==> src/rtl/exception_ctrl.sv <==
// Exception entry/return sequencer for the LEGv8 core: arbitrates NotAnInstr, ERet and ExtIRQ.
// Latency: exception seen in IDLE -> pc_sel=01 exactly FLUSH_CYCLES+1 cycles later (+2 for IRQ with sync).
// Backpressure: none; holds the fetch stage via stall/flush while sequencing, masks IRQ in the handler.
//
// Ports:
//   clk, reset          core clock, synchronous active-high reset
//   ExtIRQ              external interrupt request (level)
//   NotAnInstr, EStatus decoder: undefined opcode and its status code
//   ERet                decoder: ERET in decode
//   pc_cur              PC of the instruction in decode
//   ELR, ESR, ERR       exception link / syndrome / return registers (MRS sources)
//   pc_sel              00 normal, 01 vector, 10 ERR
//   flush, stall        pipeline squash / freeze
//   irq_ack             one-cycle pulse when an IRQ vector is taken
//   in_handler          handler running, IRQ masked
//   double_fault        sticky fatal fault
//
// Optional feature macro: EXC_IRQ_SYNC_EN (2-flop synchronizer on ExtIRQ).
module exception_ctrl #(
    parameter int          N            = 64,
    parameter logic [63:0] VECTOR_ADDR  = 64'hD8,
    parameter int          FLUSH_CYCLES = 2
) (
    input  logic         clk,
    input  logic         reset,
    input  logic         ExtIRQ,
    input  logic         NotAnInstr,
    input  logic [3:0]   EStatus,
    input  logic         ERet,
    input  logic [N-1:0] pc_cur,
    output logic [N-1:0] ELR,
    output logic [3:0]   ESR,
    output logic [N-1:0] ERR,
    output logic [1:0]   pc_sel,
    output logic         flush,
    output logic         stall,
    output logic         irq_ack,
    output logic         in_handler,
    output logic         double_fault
);

    localparam int CW = (FLUSH_CYCLES > 1) ? $clog2(FLUSH_CYCLES) : 1;

    localparam logic [3:0] ESR_IRQ    = 4'b0001;
    localparam logic [3:0] ESR_ERET   = 4'b0100;
    localparam logic [3:0] ESR_DFAULT = 4'b1111;

    // The vector itself is applied by the fetch-stage mux; these checks catch bad builds early.
    if (FLUSH_CYCLES < 1) begin : g_bad_flush
        $error("exception_ctrl: FLUSH_CYCLES must be >= 1");
    end
    if (VECTOR_ADDR[1:0] != 2'b00) begin : g_bad_vector
        $error("exception_ctrl: VECTOR_ADDR must be word aligned");
    end

    typedef enum logic [2:0] {
        IDLE    = 3'd0,
        FLUSH   = 3'd1,
        VECTOR  = 3'd2,
        HANDLER = 3'd3,
        RETURN  = 3'd4,
        HALT    = 3'd5
    } state_t;

    state_t         state_q, state_d;
    logic [CW-1:0]  cnt_q, cnt_d;
    logic [N-1:0]   elr_q, elr_d;
    logic [N-1:0]   err_q, err_d;
    logic [3:0]     esr_q, esr_d;
    logic           irq_use;

`ifdef EXC_IRQ_SYNC_EN
    // Two-stage synchronizer; IRQ is seen two cycles late, NotAnInstr is not delayed.
    logic irq_s1_q, irq_s1_d;
    logic irq_s2_q, irq_s2_d;

    always_comb begin
        irq_s1_d = ExtIRQ;
        irq_s2_d = irq_s1_q;
    end

    always_ff @(posedge clk) begin
        if (reset) begin
            irq_s1_q <= 1'b0;
            irq_s2_q <= 1'b0;
        end else begin
            irq_s1_q <= irq_s1_d;
            irq_s2_q <= irq_s2_d;
        end
    end

    assign irq_use = irq_s2_q;
`else
    assign irq_use = ExtIRQ;
`endif

    always_comb begin
        state_d      = state_q;
        cnt_d        = cnt_q;
        elr_d        = elr_q;
        err_d        = err_q;
        esr_d        = esr_q;
        pc_sel       = 2'b00;
        flush        = 1'b0;
        stall        = 1'b0;
        irq_ack      = 1'b0;
        in_handler   = 1'b0;
        double_fault = 1'b0;

        unique case (state_q)
            IDLE: begin
                if (NotAnInstr || ERet || irq_use) begin
                    if (NotAnInstr) begin
                        esr_d = EStatus;
                    end else if (ERet) begin
                        esr_d = ESR_ERET;      // ERET with no handler active is illegal
                    end else begin
                        esr_d = ESR_IRQ;
                    end
                    elr_d   = pc_cur;
                    err_d   = pc_cur + N'(4);  // wraps mod 2^N
                    cnt_d   = CW'(FLUSH_CYCLES - 1);
                    state_d = FLUSH;
                    // Squash the excepting instruction in the same cycle it is seen.
                    flush   = 1'b1;
                    stall   = 1'b1;
                end
            end
            FLUSH: begin
                flush = 1'b1;
                stall = 1'b1;
                if (cnt_q == '0) begin
                    state_d = VECTOR;
                end else begin
                    cnt_d = cnt_q - CW'(1);
                end
            end
            VECTOR: begin
                pc_sel  = 2'b01;
                flush   = 1'b1;
                irq_ack = (esr_q == ESR_IRQ);
                state_d = HANDLER;
            end
            HANDLER: begin
                in_handler = 1'b1;
                if (NotAnInstr) begin
                    // Fault inside the handler: ELR/ERR kept for post-mortem.
                    esr_d   = ESR_DFAULT;
                    state_d = HALT;
                end else if (ERet) begin
                    state_d = RETURN;
                end
            end
            RETURN: begin
                pc_sel     = 2'b10;
                flush      = 1'b1;
                in_handler = 1'b1;
                state_d    = IDLE;
            end
            HALT: begin
                double_fault = 1'b1;
                stall        = 1'b1;
                flush        = 1'b1;
            end
            default: begin
                state_d = IDLE;
            end
        endcase
    end

    always_ff @(posedge clk) begin
        if (reset) begin
            state_q <= IDLE;
            cnt_q   <= '0;
            elr_q   <= '0;
            err_q   <= '0;
            esr_q   <= '0;
        end else begin
            state_q <= state_d;
            cnt_q   <= cnt_d;
            elr_q   <= elr_d;
            err_q   <= err_d;
            esr_q   <= esr_d;
        end
    end

    assign ELR = elr_q;
    assign ERR = err_q;
    assign ESR = esr_q;

endmodule

==> config.mk <==
export PLATFORM = sky130hd
export DESIGN_NAME = exception_ctrl
export DESIGN_NICKNAME = d
export VERILOG_FILES = /design/src/rtl/exception_ctrl.sv
export SDC_FILE = /design/constraint.sdc
export NUM_CORES = 1
export LEC_CHECK = 0
export CAP_MARGIN = 5
export CELL_PAD_IN_SITES_DETAIL_PLACEMENT = 0
export CELL_PAD_IN_SITES_GLOBAL_PLACEMENT = 2
export CORE_MARGIN = 2
export CORE_UTILIZATION = 25
export DETAILED_ROUTE_END_ITERATION = 10
export PLACE_DENSITY_LB_ADDON = 0.12
export RECOVER_POWER = 100
export SYNTH_ARGS = -nofsm -noshare
export SYNTH_HDL_FRONTEND = slang
export SYNTH_SLANG_ARGS = --single-unit
==> constraint.sdc <==
create_clock -name clk -period 4 [get_ports clk]
set_clock_uncertainty 0.1 [all_clocks]
set_input_delay 1 -clock clk [delete_from_list [all_inputs] [get_ports clk]]
set_output_delay 1 -clock clk [all_outputs]
set_load 0.02 [all_outputs]
==> metrics.cfg, run 1 <==
[status]
status = finished with violations
violations = capacitance limit, slew limit

[clock_network]
cts_max_path_buffers = 2
clkTransAtPathRegs_ps = 60
cts_tree = yes
cts_setup_buffers = 0
clock_sinks = 134
clockRootBuffer = clkbuf_16
cts_buffers = 17
clkLatencyLatePin_ps = 410
post_cts_resized = 0
ctsHoldBuffers = 0
h-tree-depth = 4

[sta]
maxSlewHeadroom = -0.5660
hold_viol = 0
slew_violations = 102
setup-tns-final_ps = 0
setup_slack_ps = 155.0
period_needed_ps = 3845
worst_pin_slew_ps = 2349
setup_viol = 0
rsz0062_at_grt = no
period_share = 0.9612
max_freq_mhz = 260.1

[logic_synthesis]
avgSynthCellArea_um2 = 7.866
async_flop_share = 0
ys.flop_type = dfxtp_1
synthCells = 791
yosysTopAreaCellShare = 0.4311
syn-num-nets = 865
yosysWarnings = 0
synth_top_area_cell = dfxtp_1
yosys_register_bits = 134
ys_seq_area_frac = 0.4311
ys_top_cells_by_area = dfxtp_1 (43%), nand2_1 (9.7%), a21oi_1 (5.8%), nor2_1 (5.1%), a211oi_1 (4.5%)
ys_types = 50
synth-edff-count = 0
synth_most_common_cell = nand2_1
syn-cell-area_um2 = 6222
synthTopCellsByCount = nand2_1 (161), dfxtp_1 (134), nor2_1 (85)

[routing]
via_per_inst = 4.813
drc_errors = 0
drtIter0Drc = 394
firstDrtPassIters = 6
routedWlPerCell_um = 17.70
vias = 6392
ant_nets = 0
totalWireLength_mm = 23.50

[critical_path]
crit_arrival_ps = 2740
worstSetupPathType = input port to primary output
cp-end-kind = primary output
path_max_fanout = 5
start_kind = input port
required_ps = 2900
rr_worst_depth = 6

[grt]
grt_antenna_before_repair = 0
grt_max_degree = 102
grt_pass1_vias = 6267
grt_use_total = 0.1783
grt_pass1_wl_mm = 36.53
gr-total-overflow = 0

[power]
powerDensity_nw_per_um2 = 495.1
power.leakage_nw = 3.645
ir_drop_mv = 0.1757

[die]
fp.coreArea_um2 = 24390
die_x_um = 161.8
row_count = 57
start_util = 0.2551
io_pins = 212
die_h_um = 161.8
die_area_um2 = 26170

[finish]
nets = 1065
final_cells = 1328
diodes = 0
drive_gt1_frac = 0.07072
syn_to_final_growth_pct = 49.33

[place]
dpl.hpwl_mm = 16.56
place_ws_ps = 166.8
port_buffers = 211
place.gp.congestion = 0.7231
dp.cells = 1296

[min_path]
whs_path_depth = 2
hold_class = flip-flop to flip-flop

[flow_run]
maxCapViolations = 1

==> state kept, by name, summed over array words and instances, names as in the netlist <==
name / cells
ELR: 64
ERR: 62
ESR: 4
state_q: 3
cnt_q: 1
==> critical path: stages <==
cell	delay, ps
clkdlybuf4s50_1	460
or3_1	490
nand2_4	90
nand2_1	50
dlygate4sd3_1	650
==> final cells by class <==
class / instances / area, µm²
Sequential cell: 134 / 2683
Multi-Input combinational cell: 593 / 3281
Fill cell: 2617 / 15100
Tap cell: 324 / 405.4
Clock inverter: 12 / 143.9
Timing Repair Buffer: 238 / 2296
Inverter: 7 / 26.28
Clock buffer: 20 / 456.7
==> cells by family (layout without fill, tap and decap cells) <==
group           after synthesis  count (layout)  share of synthesized area
compound gates              154             154                     0.1597
fa+ha+maj                     1               1                   0.002011
xor+xnor                     30              30                    0.04223
buf+inv                      64             277                    0.04223
mux                           4               4                   0.006636
flops                       134             134                     0.4311
simple gates                404             404                     0.3161
==> placed cells by master (no fill, tap or decap), drive strengths merged, types with 2 or more instances in the layout <==
master         netlist  layout
o31ai                7       7
xnor2               16      16
and2                 9       9
buf                 10      22
clkinvlp             0       3
inv                  7      10
and3                16      16
a21o                 3       3
or4                  8       8
nor4                23      23
a311oi              15      15
nor3                20      20
o31a                 3       3
and4                16      16
xor2                14      14
or3                  7       7
nand2b               4       4
clkinv               0       4
dfxtp              134     134
a22oi                2       2
a21oi               72      72
or2                  2       2
a211oi              38      38
nand4               27      27
clkbuf              47      26
o21ai                7       7
nand3b               3       3
nand2              161     161
a221oi               2       2
clkdlybuf4s50        0      69
mux2i                3       3
nor2                85      85
dlygate4sd3          0     141
bufinv               0       2
nor3b                3       3
nand3               17      17
==> final timing paths <==
check / start / to / slack, ps
worst max register to register: state_q[1] / ERR[31] / 790
worst min register to register: ELR[14] / ELR[14] / 350
worst max-delay path: ERet / stall / 160
worst min-delay path: ELR[14] / ELR[14] / 350
==> layer usage <==
layer	share of wire	up-vias	global-route usage	wire, µm
li1	-	3234	-	-
met5	0	-	0	0
met3	0.047	12	0.04392	1099
met4	0.0080	0	0.04103	188
met2	0.45	158	0.2824	10680
met1	0.49	2988	0.2449	11540
==> where the power goes <==
part | switching, mW | total [mW] | leakage, nW | internal [mW]
logic | 0.803 | 1.33 | 2.25 | 0.526
clock network | 0.666 | 1.63 | 0.284 | 0.962
registers | 0.108 | 1.64 | 1.11 | 1.53
==> metrics by stage <==
| stage | total power, mW | cell area [µm²] | hold slack, ps | util |
|---|---|---|---|---|
| floorplan | 2.406 | 6222 | 402.6 | - |
| global placement | 3.125 | 8751 | 341.9 | 0.3588 |
| detailed placement | 3.124 | 8751 | 347.5 | 0.3588 |
| CTS | 4.780 | 9351 | 356.1 | 0.3834 |
| global route | 4.864 | 9291 | 369.2 | 0.3809 |
| finish | 4.600 | 9291 | 351.6 | 0.3809 |
Note: power is estimated with default switching activity, not from simulation.
==> run 2, diff against run 1 <==
- CTS_BUF_LIST: default -> sky130_fd_sc_hd__clkbuf_4 sky130_fd_sc_hd__clkbuf_8 sky130_fd_sc_hd__clkbuf_16
==> run 2 against run 1 <==
Compared with the run above:
- the flow still finishes with violations (capacitance limit, slew limit)
- critical path depth did not move
- non-clock buffer count unchanged
- sequential share of layout area about the same
- worst hold slack hardly changed
- global-route usage about the same
- first-iteration DRC count up 1.3%
- fmax is essentially flat
- via count down 0.11%
- clock-buffer cell count unchanged
- final area about the same
- wire length is 0.15% higher
- sequential power about the same
- largest cell class unchanged
==> metrics.cfg, run 2 (same netlist as run 1, synthesis figures left out) <==
[status]
status = finished with violations
violations = capacitance limit, slew limit

[clock_network]
post_cts_resized = 0  ; unchanged
clock_sinks = 134  ; unchanged
cts_tree = yes
cts_max_path_buffers = 2  ; unchanged
clkTransAtPathRegs_ps = 60  ; about the same
ctsHoldBuffers = 0  ; unchanged
h-tree-depth = 4  ; unchanged
clockRootBuffer = clkbuf_16
cts_buffers = 17  ; unchanged
cts_setup_buffers = 0  ; unchanged
clkLatencyLatePin_ps = 410  ; about the same

[critical_path]
max_stage_delay_ps = 650  ; about the same
r2r_start = state_q[1]
critPathTopFamily = buffers and inverters
required_ps = 2900  ; about the same
cpMaxStageDelayCell = dlygate4sd3_1
worstSetupPathType = input port to primary output
start_kind = input port
crit_buf_inv = 2  ; unchanged
startpoint = ERet
path_max_fanout = 5  ; unchanged
path_cells = clkdlybuf4s50_1, or3_1, nand2_4, nand2_1, dlygate4sd3_1
cp-end-kind = primary output
crit_arrival_ps = 2740  ; about the same

[routing]
firstDrtPassIters = 4  ; -2
drtIter0Drc = 399  ; +1.3%
totalWireLength_mm = 23.54  ; +0.15%
vias = 6385  ; -0.11%
routedWlPerCell_um = 17.72  ; +0.15%
via_per_inst = 4.808  ; -0.11%
ant_nets = 0  ; unchanged
drc_errors = 0  ; unchanged

[sta]
maxSlewHeadroom = -0.5570  ; +0.009032
slew_violations = 102  ; unchanged
max_freq_mhz = 260.1  ; about the same
hold_viol = 0  ; unchanged
period_needed_ps = 3845  ; -0.4550 ps
setup_viol = 0  ; unchanged
worst_pin_slew_ps = 2335  ; -13.55 ps
rsz0062_at_grt = no
setup-tns-final_ps = 0  ; unchanged
period_share = 0.9611  ; about the same

[min_path]
hold_class = flip-flop to flip-flop
min_from = ELR[14]

[finish]
largest_reg_flops = 64  ; unchanged
diodes = 0  ; unchanged
design_area_um2 = 9295  ; about the same
nets = 1065  ; unchanged
layout_commonest_cell = nand2_1
syn_to_final_growth_pct = 49.39  ; about the same
drive_gt1_frac = 0.07171  ; +0.0009960
most-common-layout-cells = nand2_1 (160), dlygate4sd3_1 (141), dfxtp_1 (134), nor2_1 (85), a21oi_1 (72)

[grt]
grt_antenna_before_repair = 0  ; unchanged
use_met3 = 0.04392  ; unchanged
gr-total-overflow = 0  ; unchanged
grt_max_degree = 102  ; unchanged
use_met2 = 0.2826  ; about the same
grt_pass1_wl_mm = 36.54  ; about the same
grt_busiest_layer = met2
grt_pass1_vias = 6266  ; -0.016%
grt_use_total = 0.1784  ; about the same
gr-usage-met1 = 0.2450  ; about the same

[die]
fp.coreArea_um2 = 24390  ; unchanged
die_h_um = 161.8  ; unchanged
io_pins = 212  ; unchanged
start_util = 0.2551  ; unchanged
row_count = 57  ; unchanged
die_x_um = 161.8  ; unchanged
die_area_um2 = 26170  ; unchanged

[flow_run]
maxCapViolations = 1  ; unchanged

[power]
ir_drop_mv = 0.1760  ; +0.16%
power.leakage_nw = 3.648  ; about the same
powerDensity_nw_per_um2 = 496.0  ; +0.17%

[place]
postPlaceCellArea_um2 = 8751  ; unchanged
port_buffers = 211  ; unchanged
place.gp.congestion = 0.7231  ; unchanged
dpl.hpwl_mm = 16.56  ; unchanged

==> run 2: power breakdown <==
group	total (mW)	switching, mW	leakage (nW)	internal (mW)
Clock	1.64	0.667	0.287	0.969
Sequential	1.64	0.109	1.11	1.53
Combinational	1.33	0.804	2.25	0.526
==> run 2: area by class of cell <==
cell class                 instances  area (µm²)
fill                            2618       15100
multi-input combinational        593        3281
sequential                       134        2683
timing repair buffer             238        2296
clock buffer                      20       460.4
tap                              324       405.4
clock inverter                    12       143.9
inverter                           7       26.28
==> run 2: per-stage QoR <==
step           setup slack (ps)    util  hold WS [ps]  power [mW]  instances
6_report                  155.5  0.3811         351.3       4.610       1328
5_1_grt                   87.44  0.3811         369.2       4.872       1328
3_3_place_gp              169.4  0.3588         341.9       3.125       1296
3_5_place_dp              166.8  0.3588         347.5       3.124       1296
4_1_cts                   166.5  0.3836         356.1       4.787       1328
2_1_floorplan             299.5       -         402.6       2.406        791
==> run 2: worst paths after layout <==
kind	end	slack, ps	cells after the start
setup / recovery	stall	160	5
hold / removal	ELR[14]	350	2
setup reg to reg	ERR[30]	800	6
hold reg to reg	ELR[14]	350	2
==> run 2: worst min-delay path: stages, from the launching register on <==
cell,delay (ps)
dfxtp_1,300
nand2_1,50
a21oi_1,50
==> run 2: layer usage <==
metal	share of wire	vias up
met1	0.49	2997
met4	0.0080	0
met2	0.45	143
met5	0	-
li1	-	3233
met3	0.047	12
==> run 3, diff against run 2 <==
- CORE_MARGIN: 2 -> default
==> run 3 against run 2 <==
Compared with the run above:
- the run still ends with capacitance limit, slew limit left
- worst hold slack about the same
- clock power decreased by 5%
- fmax decreased by 0.25%
- register-to-register slack improved by 110 ps
- total power decreased by 1.7%
- die area decreased by 2.5%
- first-iteration DRC count decreased by 27%
- flip-flop and latch count unchanged
- largest cell class unchanged
- global-route usage increased by 0.22 points
- utilization about the same
- non-clock buffer count increased by 1
- sequential power about the same
==> metrics.cfg, run 3 (same netlist as run 1, synthesis figures left out) <==
[status]
status = finished with violations
violations = capacitance limit, slew limit

[clock_network]
clkLatencyLatePin_ps = 420  ; about the same
cts_setup_buffers = 0  ; unchanged
post_cts_resized = 0  ; unchanged
cts_max_path_buffers = 2  ; unchanged
cts_buffers = 17  ; unchanged
cts_tree = yes
clkTransAtPathRegs_ps = 60  ; about the same
ctsHoldBuffers = 0  ; unchanged
h-tree-depth = 4  ; unchanged
clockRootBuffer = clkbuf_16
clock_sinks = 134  ; unchanged

[finish]
largest_reg_flops = 64  ; unchanged
post-route-util = 0.3811  ; about the same
layout_commonest_cell = nand2_1
diodes = 0  ; unchanged
drive_gt1_frac = 0.07264  ; +0.0009237
syn_to_final_growth_pct = 49.41  ; about the same
most-common-layout-cells = nand2_1 (160), dlygate4sd3_1 (140), dfxtp_1 (134), nor2_1 (85), a21oi_1 (72)
nets = 1066  ; +0.094%
fillers = 2605  ; -0.50%
design_area_um2 = 9296  ; about the same

[place]
place.gp.congestion = 0.7171  ; -0.83%
dpl.hpwl_mm = 16.22  ; -2.1%
port_buffers = 211  ; unchanged
postPlaceCellArea_um2 = 8758  ; about the same
place_ws_ps = 176.9  ; +10.13 ps

[sta]
setup-tns-final_ps = 0  ; unchanged
setup_slack_ps = 145.8  ; -9.726 ps
setup_viol = 0  ; unchanged
period_needed_ps = 3854  ; +9.726 ps
fin_hold_ws_ps = 350.8  ; -0.4720 ps
period_share = 0.9636  ; +0.002431
rsz0062_at_grt = no
max_freq_mhz = 259.5  ; -0.25%
hold_viol = 0  ; unchanged
worst_pin_slew_ps = 1902  ; -433.2 ps
slew_violations = 84  ; -18%
maxSlewHeadroom = -0.2682  ; +0.2888

[die]
die_x_um = 159.8  ; -1.2%
io_pins = 212  ; unchanged
start_util = 0.2551  ; unchanged
row_count = 57  ; unchanged
die_area_um2 = 25520  ; -2.5%
fp.coreArea_um2 = 24390  ; unchanged
die_h_um = 159.8  ; -1.2%

[routing]
drtIter0Drc = 293  ; -27%
totalWireLength_mm = 22.95  ; -2.5%
via_per_inst = 4.822  ; +0.28%
drc_errors = 0  ; unchanged
routedWlPerCell_um = 17.27  ; -2.6%
vias = 6408  ; +0.36%
firstDrtPassIters = 4  ; unchanged
ant_nets = 0  ; unchanged

[min_path]
whs_path_depth = 2  ; unchanged
hold_class = flip-flop to flip-flop

[power]
powerDensity_nw_per_um2 = 487.6  ; -1.7%
power_switching_share = 0.3470  ; +0.004249
p_clk_frac = 0.342  ; -0.013
ir_drop_mv = 0.2146  ; +22%
seq_power_share = 0.361  ; +0.005
p_switching_mw = 1.573  ; -0.44%
p_int_mw = 2.960  ; -2.3%
comb_power_share = 0.296  ; +0.007
power.leakage_nw = 3.638  ; -0.27%

[critical_path]
critPathTopFamily = buffers and inverters
rr_worst_depth = 5  ; -1
max_stage_delay_ps = 650  ; about the same
startpoint = ERet
crit_path_end = stall
start_kind = input port
path_cells = clkdlybuf4s50_1, or3_1, nand2_4, nand2_1, dlygate4sd3_1
required_ps = 2900  ; about the same
worstSetupPathType = input port to primary output
path_max_fanout = 5  ; unchanged
cp_num_cells = 5  ; unchanged
r2r_start = state_q[1]
r2r-end = ERR[14]
crit_buf_inv = 2  ; unchanged
cpMaxStageDelayCell = dlygate4sd3_1
crit_arrival_ps = 2750  ; about the same
rrSetupSlack_ps = 910  ; +110 ps
cp-end-kind = primary output

[grt]
grt_max_degree = 84  ; -18%
gr-total-overflow = 0  ; unchanged
grt_antenna_before_repair = 1  ; +1
grt_use_total = 0.1805  ; +0.002167
grt_pass1_wl_mm = 35.89  ; -1.8%
grt_pass1_vias = 6201  ; -1.0%

[flow_run]
maxCapViolations = 1  ; unchanged

run 3: worst min path at each step:
stage	from	endpoint	slack, ps
after floorplan	cnt_q	cnt_q	400
after global placement	ELR[57]	ELR[57]	340
after detailed placement	ELR[50]	ELR[50]	350
after CTS	ELR[19]	ELR[19]	360
after global routing	ELR[36]	ELR[36]	370
final	ELR[23]	ELR[23]	350
run 3: worst register-to-register path: cells and delay by family (launching register included):
family | cells | cell delay [ps]
flip-flops | 1 | 430
AO/OA/AOI/OAI | 1 | 210
AND/OR/NAND/NOR | 3 | 1640
buffers and inverters | 1 | 620
run 3: stage by stage:
| step | cells | total power, mW |
|---|---|---|
| floorplan | 791 | 2.406 |
| global placement | 1297 | 3.121 |
| detailed placement | 1297 | 3.114 |
| CTS | 1329 | 4.693 |
| global route | 1329 | 4.787 |
| finish | 1329 | 4.533 |
run 3: layout make-up:
type                       instances  area, µm²  area share
clock buffer                      19      446.7     0.04805
tap                              324      405.4     0.04361
sequential                       134       2683      0.2886
timing repair buffer             239       2331      0.2507
inverter                           7      26.28    0.002826
clock inverter                    13      123.9     0.01332
multi-input combinational        593       3281      0.3529
run 3: power groups by stage:
stage                     clock network, mW  registers, mW  logic [mW]
after floorplan                           0           1.89       0.515
after global placement                    0           1.68        1.44
after detailed placement                  0           1.68        1.44
after CTS                              1.60           1.65        1.44
after global routing                   1.66           1.67        1.46
final                                  1.55           1.64        1.34
run 3: metal layers:
layer | global-route usage | vias up | share of wire
met5 | 0 | - | 0
met4 | 0.04240 | 0 | 0.0078
met3 | 0.04727 | 14 | 0.050
met2 | 0.2860 | 159 | 0.46
met1 | 0.2436 | 2998 | 0.49
li1 | - | 3237 | -
